<file path="src/rtl/ones_density_ctrl_pkg.sv">
// ones_ctrl_pkg: FSM state encoding and count-width helper shared by the ones density controller.
package ones_ctrl_pkg;
  typedef enum logic [1:0] {IDLE, SHIFT, REPORT} state_e;
  function automatic int cnt_w(input int width);
    return $clog2(width + 1);
  endfunction
endpackage

</file>
<file path="src/rtl/ones_density_ctrl_if.sv">
// ones_density_ctrl_if: input-word and result handshakes plus busy status of the ones density controller.
interface ones_density_ctrl_if #(
  parameter int WIDTH = 16,
  parameter int CNT_W = ones_ctrl_pkg::cnt_w(WIDTH)
);
  logic             in_valid;
  logic             in_ready;
  logic [WIDTH-1:0] in_data;
  logic [CNT_W-1:0] thresh;
  logic             out_valid;
  logic             out_ready;
  logic [CNT_W-1:0] out_count;
  logic             out_over;
  logic             busy;
  modport master (
    output in_valid, in_data, thresh, out_ready,
    input  in_ready, out_valid, out_count, out_over, busy
  );
  modport slave (
    input  in_valid, in_data, thresh, out_ready,
    output in_ready, out_valid, out_count, out_over, busy
  );
endinterface

</file>
<file path="src/rtl/ones_density_ctrl_shift_count.sv">
// ones_shift_count: LSB-first shift register, remaining-bit counter and ones accumulator.
module ones_shift_count import ones_ctrl_pkg::*; #(
  parameter int WIDTH = 16,
  parameter int CNT_W = cnt_w(WIDTH)
) (
  input  logic             clk,
  input  logic             reset,
  input  logic             load,
  input  logic             shift,
  input  logic [WIDTH-1:0] data,
  output logic [CNT_W-1:0] count,
  output logic             last
);
  logic [WIDTH-1:0] sr_q, sr_d;
  logic [CNT_W-1:0] bits_q, bits_d, cnt_q, cnt_d;
  always_ff @(posedge clk or posedge reset) begin
    if (reset) begin
      sr_q   <= '0;
      bits_q <= '0;
      cnt_q  <= '0;
    end else begin
      sr_q   <= sr_d;
      bits_q <= bits_d;
      cnt_q  <= cnt_d;
    end
  end
  always_comb begin
    sr_d   = load ? data : shift ? sr_q >> 1 : sr_q;
    bits_d = load ? CNT_W'(WIDTH) : shift ? bits_q - CNT_W'(1) : bits_q;
    cnt_d  = load ? '0 : shift ? cnt_q + CNT_W'(sr_q[0]) : cnt_q;
  end
  assign count = cnt_q;
  assign last  = bits_q == CNT_W'(1);
endmodule

</file>
<file path="src/rtl/ones_density_ctrl.sv">
// ones_density_ctrl: counts ones of an accepted word serially and reports count and threshold compare.
// Defining ONES_CTRL_ABORT_EN adds an abort input that drops any in-flight word.
module ones_density_ctrl import ones_ctrl_pkg::*; #(
  parameter int WIDTH = 16,
  parameter int CNT_W = cnt_w(WIDTH)
) (
  input logic clk,
  input logic reset,
`ifdef ONES_CTRL_ABORT_EN
  input logic abort,
`endif
  ones_density_ctrl_if.slave bus
);
  state_e           state_q, state_d;
  logic [CNT_W-1:0] thresh_q, thresh_d, count;
  logic             accept, last, kill;
`ifdef ONES_CTRL_ABORT_EN
  assign kill = abort && state_q != IDLE;
`else
  assign kill = 1'b0;
`endif
  assign accept = state_q == IDLE && bus.in_valid;
  always_ff @(posedge clk or posedge reset) begin
    if (reset) begin
      state_q  <= IDLE;
      thresh_q <= '0;
    end else begin
      state_q  <= state_d;
      thresh_q <= thresh_d;
    end
  end
  always_comb begin
    thresh_d = accept ? bus.thresh : thresh_q;
    state_d  = kill ? IDLE :
               state_q == IDLE  ? (bus.in_valid ? SHIFT : IDLE) :
               state_q == SHIFT ? (last ? REPORT : SHIFT) :
               bus.out_ready    ? IDLE : REPORT;
  end
  // Result outputs are forced to zero whenever no result is being reported.
  always_comb begin
    bus.in_ready  = state_q == IDLE;
    bus.busy      = state_q != IDLE;
    bus.out_valid = state_q == REPORT;
    bus.out_count = state_q == REPORT ? count : '0;
    bus.out_over  = state_q == REPORT && count >= thresh_q;
  end
  ones_shift_count #(.WIDTH(WIDTH), .CNT_W(CNT_W)) u_shift_count (
    .clk   (clk),
    .reset (reset),
    .load  (accept),
    .shift (state_q == SHIFT),
    .data  (bus.in_data),
    .count (count),
    .last  (last)
  );
endmodule
</file>
<file path="src/flat_wrapper.sv">
// flat-port wrapper written by rule: the top's interface ports become plain ports
module ones_density_ctrl_flat import ones_ctrl_pkg::*;
#(
  parameter int WIDTH = 16,
  parameter int CNT_W = cnt_w(WIDTH)
)
  (clk, reset, bus_in_valid, bus_in_data, bus_thresh, bus_out_ready, bus_in_ready, bus_out_valid, bus_out_count, bus_out_over, bus_busy);
  ones_density_ctrl_if #(.WIDTH(WIDTH), .CNT_W(CNT_W)) bus_i ();
  input logic clk;
  input logic reset;
  input wire logic [$bits(bus_i.in_valid)-1:0] bus_in_valid;
  input wire logic [$bits(bus_i.in_data)-1:0] bus_in_data;
  input wire logic [$bits(bus_i.thresh)-1:0] bus_thresh;
  input wire logic [$bits(bus_i.out_ready)-1:0] bus_out_ready;
  output wire logic [$bits(bus_i.in_ready)-1:0] bus_in_ready;
  output wire logic [$bits(bus_i.out_valid)-1:0] bus_out_valid;
  output wire logic [$bits(bus_i.out_count)-1:0] bus_out_count;
  output wire logic [$bits(bus_i.out_over)-1:0] bus_out_over;
  output wire logic [$bits(bus_i.busy)-1:0] bus_busy;
  assign bus_i.in_valid = bus_in_valid;
  assign bus_i.in_data = bus_in_data;
  assign bus_i.thresh = bus_thresh;
  assign bus_i.out_ready = bus_out_ready;
  assign bus_in_ready = bus_i.in_ready;
  assign bus_out_valid = bus_i.out_valid;
  assign bus_out_count = bus_i.out_count;
  assign bus_out_over = bus_i.out_over;
  assign bus_busy = bus_i.busy;
  ones_density_ctrl #(.WIDTH(WIDTH), .CNT_W(CNT_W)) u_core (.clk(clk), .reset(reset), .bus(bus_i));
endmodule
</file>
<file path="config.mk">
export PLATFORM = sky130hd
export DESIGN_NAME = ones_density_ctrl_flat
export DESIGN_NICKNAME = d
export VERILOG_FILES = /design/src/rtl/ones_density_ctrl_pkg.sv /design/src/rtl/ones_density_ctrl_if.sv /design/src/rtl/ones_density_ctrl_shift_count.sv /design/src/rtl/ones_density_ctrl.sv /design/src/flat_wrapper.sv
export SDC_FILE = /design/constraint.sdc
export NUM_CORES = 1
export LEC_CHECK = 0
export CORE_MARGIN = 3
export CORE_UTILIZATION = 46
export DETAILED_ROUTE_END_ITERATION = 8
export PLACE_DENSITY = 0.76
export SLEW_MARGIN = 20
export SYNTH_ARGS = -nofsm -noshare
export SYNTH_HDL_FRONTEND = slang
export SYNTH_HIERARCHICAL = 1
export SYNTH_SLANG_ARGS = --single-unit
</file>
<file path="constraint.sdc">
create_clock -name clk -period 1.45 [get_ports clk]
set_input_delay 0.2175 -clock clk [delete_from_list [all_inputs] [get_ports clk]]
set_output_delay 0.2175 -clock clk [all_outputs]
set_load 0.05 [all_outputs]
</file>
==> metrics.csv <==
metric,value,unit
Final Hold Vio Count,0,
outcome,"complete, but fails checks",
routability cong.,0.7373,
TritonCTS buffer count,5,
Vias/cell,5.139,
CTS sink cnt,33,
Peak Freq,0.5668,GHz
Period minus WS final,1.764,ns
max-cap violations,0,
Critical Path AT,1.55,ns
total wire length,4293,µm
Synth warnings,6,
setup violators final,7,
post-route setup TNS,-0.6332,ns
area delta synth->final,46.45,%
Total GRT Usage,0.1794,
Mean Syn Cell Area,10.90,µm²
Power Total,5.052,mW
period utilisation layout,1.217,
unrepaired setup endpoints after global routing,yes,
pins over their slew limit,0,
failing checks,negative setup slack,
final net count,253,
DR iter-0 viols,70,
most frequent cells in the layout,"32 x dfrtp_1, 24 x clkdlybuf4s50_1, 18 x mux2i_1",
initial antenna violation count,0,
fillers,255,
"commonest non-fill, non-tap cell in the layout",dfrtp_1,
post-synth net total,199,
headroom to the max-slew limit,0.7845,
largest net degree at the start of global routing,30,
worst reg-to-reg setup slack,0.03,ns
Crit. Startpoint,u_core/u_shift_count/count[4]$_DFFE_PP0P_,
DRC,0,
Seq cells post-synth,33,
Netlist cell types,36,
layout cell share with drive strength beyond 1,0.3440,
maximum VDD drop,0.001032,V
Sequential cell area,827.0,µm²
Rows,22,
Die Y,68.54,µm
GRT overflow,0,
Die W,68.54,µm
hold buffers post-CTS,0,
CP Max Fanout,2,
ANT cells,0,
crit start category,flip-flop,
Ports,34,
DR WL/cell,16.14,µm
Slew @ Worst Pin,0.3232,ns
fin cells,266,
power per cell area,1917,mW/mm²
worst skew pair latency,0.28,ns
CTS tree,built,
Cells after DPL,251,
first-pass GRT wire length,6030,µm
Port Buffer Count,33,
Post-DRT Antenna Nets,0,
Hold WS,0.2079,ns
WS Path Type,flip-flop to output pin,
Die ar.,0.004698,mm²
critical path capture point type,output pin,
clock buffer depth,2,
CORE AREA,0.003716,mm²
Clock Tree Root,clkbuf_8,
"Reg clk slew, reported paths",0.06,ns
Via Count,1367,
worst r2r dst,u_core/u_shift_count/count[4]$_DFFE_PP0P_,
Detail Placement HPWL,2762,µm
"Seq/Total Area, Yosys",0.4590,
CP Data Required Time,1.23,ns
Final Cell Area,0.002635,mm²
Clock Skews,0.006949,ns
First-pass DRT Iterations,4,
worst reg2reg path depth,5,
Mapped Cells,165,
Mapped Area,0.001799,mm²
footprint of the multi-input gates,0.001002,mm²
PnR worst setup slack,-0.3143,ns
Lkg Pwr,1.214,nW
Worst Hold Class,primary input to async pin,
Worst R2R Start,u_core/state_q[0]$_DFF_PP0_,
H-tree Lvls,2,
number of global-route vias before repair,1319,
Placed Area,0.002349,mm²
initial core utilization,0.4842,
==> logic make-up after synthesis <==
kind of cell / after synthesis / synth area share
and+or+nand+nor: 46 / 0.1391
DFF: 33 / 0.4590
AOI/OAI and AO/OA: 28 / 0.09666
muxes: 26 / 0.1648
buffers and inverters: 22 / 0.07301
adders and majority gates: 9 / 0.06259
xor gates and xnor gates: 1 / 0.004869
==> where the power goes <==
group | total (mW) | internal [mW] | switching [mW]
Clock | 0.615 | 0.315 | 0.301
Combinational | 2.78 | 1.48 | 1.30
Sequential | 1.66 | 1.34 | 0.319
==> metal layers <==
metal | global-route usage | wire length, µm | vias to the layer above
met5 | 0 | 0 | -
met4 | 0.06203 | 87 | 0
met3 | 0.04862 | 112 | 10
met2 | 0.3266 | 2436 | 19
met1 | 0.1992 | 1655 | 676
li1 | - | - | 662
==> critical path: stages (launching register included) <==
cell	delay (ns)
dfrtp_1	0.41
ha_4	0.30
o21a_1	0.14
o21ai_2	0.08
a31oi_4	0.18
buf_12	0.16
==> worst max path at each step <==
stage / to
global route: bus_out_over
finish: bus_out_over
floorplan: u_core/u_shift_count/count[3]$_DFFE_PP0P_
global placement: bus_out_over
CTS: bus_out_over
detailed placement: bus_out_over
==> layout make-up <==
cell class | count | area share
inverter | 13 | 0.01947
timing repair buffer | 55 | 0.2355
clock buffer | 5 | 0.02612
sequential | 33 | 0.3139
tap | 48 | 0.02279
multi-input combinational | 111 | 0.3803
clock inverter | 1 | 0.001899
==> metrics by stage <==
step                      utilization  setup slack (ns)
after floorplan                     -           -0.2776
after global placement         0.6320          -0.06793
after detailed placement       0.6320           -0.1787
after CTS                      0.6707           -0.3394
after global routing           0.7091           -0.3597
final                          0.7091           -0.3143
==> Yosys cell counts <==
| library cell | count | area, µm² |
|---|---|---|
| dfrtp_1 | 33 | 825.8 |
| mux2i_1 | 18 | 180.2 |
| nand2_1 | 17 | 63.81 |
| inv_1 | 13 | 48.80 |
| o21ai_1 | 10 | 50.05 |
| ha_1 | 9 | 112.6 |
| nor2_1 | 8 | 30.03 |
| mux2_4 | 7 | 105.1 |
| o21ai_0 | 7 | 35.03 |
| and2_1 | 5 | 31.28 |
| nor2b_1 | 5 | 31.28 |
| buf_2 | 3 | 15.01 |
| a211oi_1 | 2 | 15.01 |
| buf_4 | 2 | 15.01 |
| buf_6 | 2 | 22.52 |
| buf_8 | 2 | 30.03 |
| nand3b_1 | 2 | 15.01 |
| nand4_1 | 2 | 12.51 |
| a21bo_1 | 1 | 10.01 |
| a21bo_2 | 1 | 10.01 |
| a21o_2 | 1 | 8.760 |
| a21oi_1 | 1 | 5.000 |
| a21oi_2 | 1 | 8.760 |
| a22o_2 | 1 | 10.01 |
| a31oi_1 | 1 | 6.260 |
| and2_4 | 1 | 8.760 |
| and2b_2 | 1 | 8.760 |
| and4bb_2 | 1 | 12.51 |
| mux2_2 | 1 | 11.26 |
| nand2b_1 | 1 | 6.260 |
| nor2_2 | 1 | 6.260 |
| nor4b_1 | 1 | 8.760 |
| nor4b_2 | 1 | 15.01 |
| o211ai_1 | 1 | 7.510 |
| o21a_1 | 1 | 7.510 |
| xnor2_1 | 1 | 8.760 |
==> registers in the layout, summed over array words and instances (netlist names) <==
register	flops
u_core/u_shift_count/count	5
u_core/thresh_q	5
u_core/state_q	2
u_core/u_shift_count/bits_q	5
u_core/u_shift_count/sr_q	16
==> what timing repair did <==
item                       4_1_cts  5_1_grt
cloned                           0        1
gates resized for setup         17       16
buffers inserted                 4        6
pin swaps                        9        7
setup endpoints to repair        9       30
No activity file was read; power rests on OpenSTA's default activity.
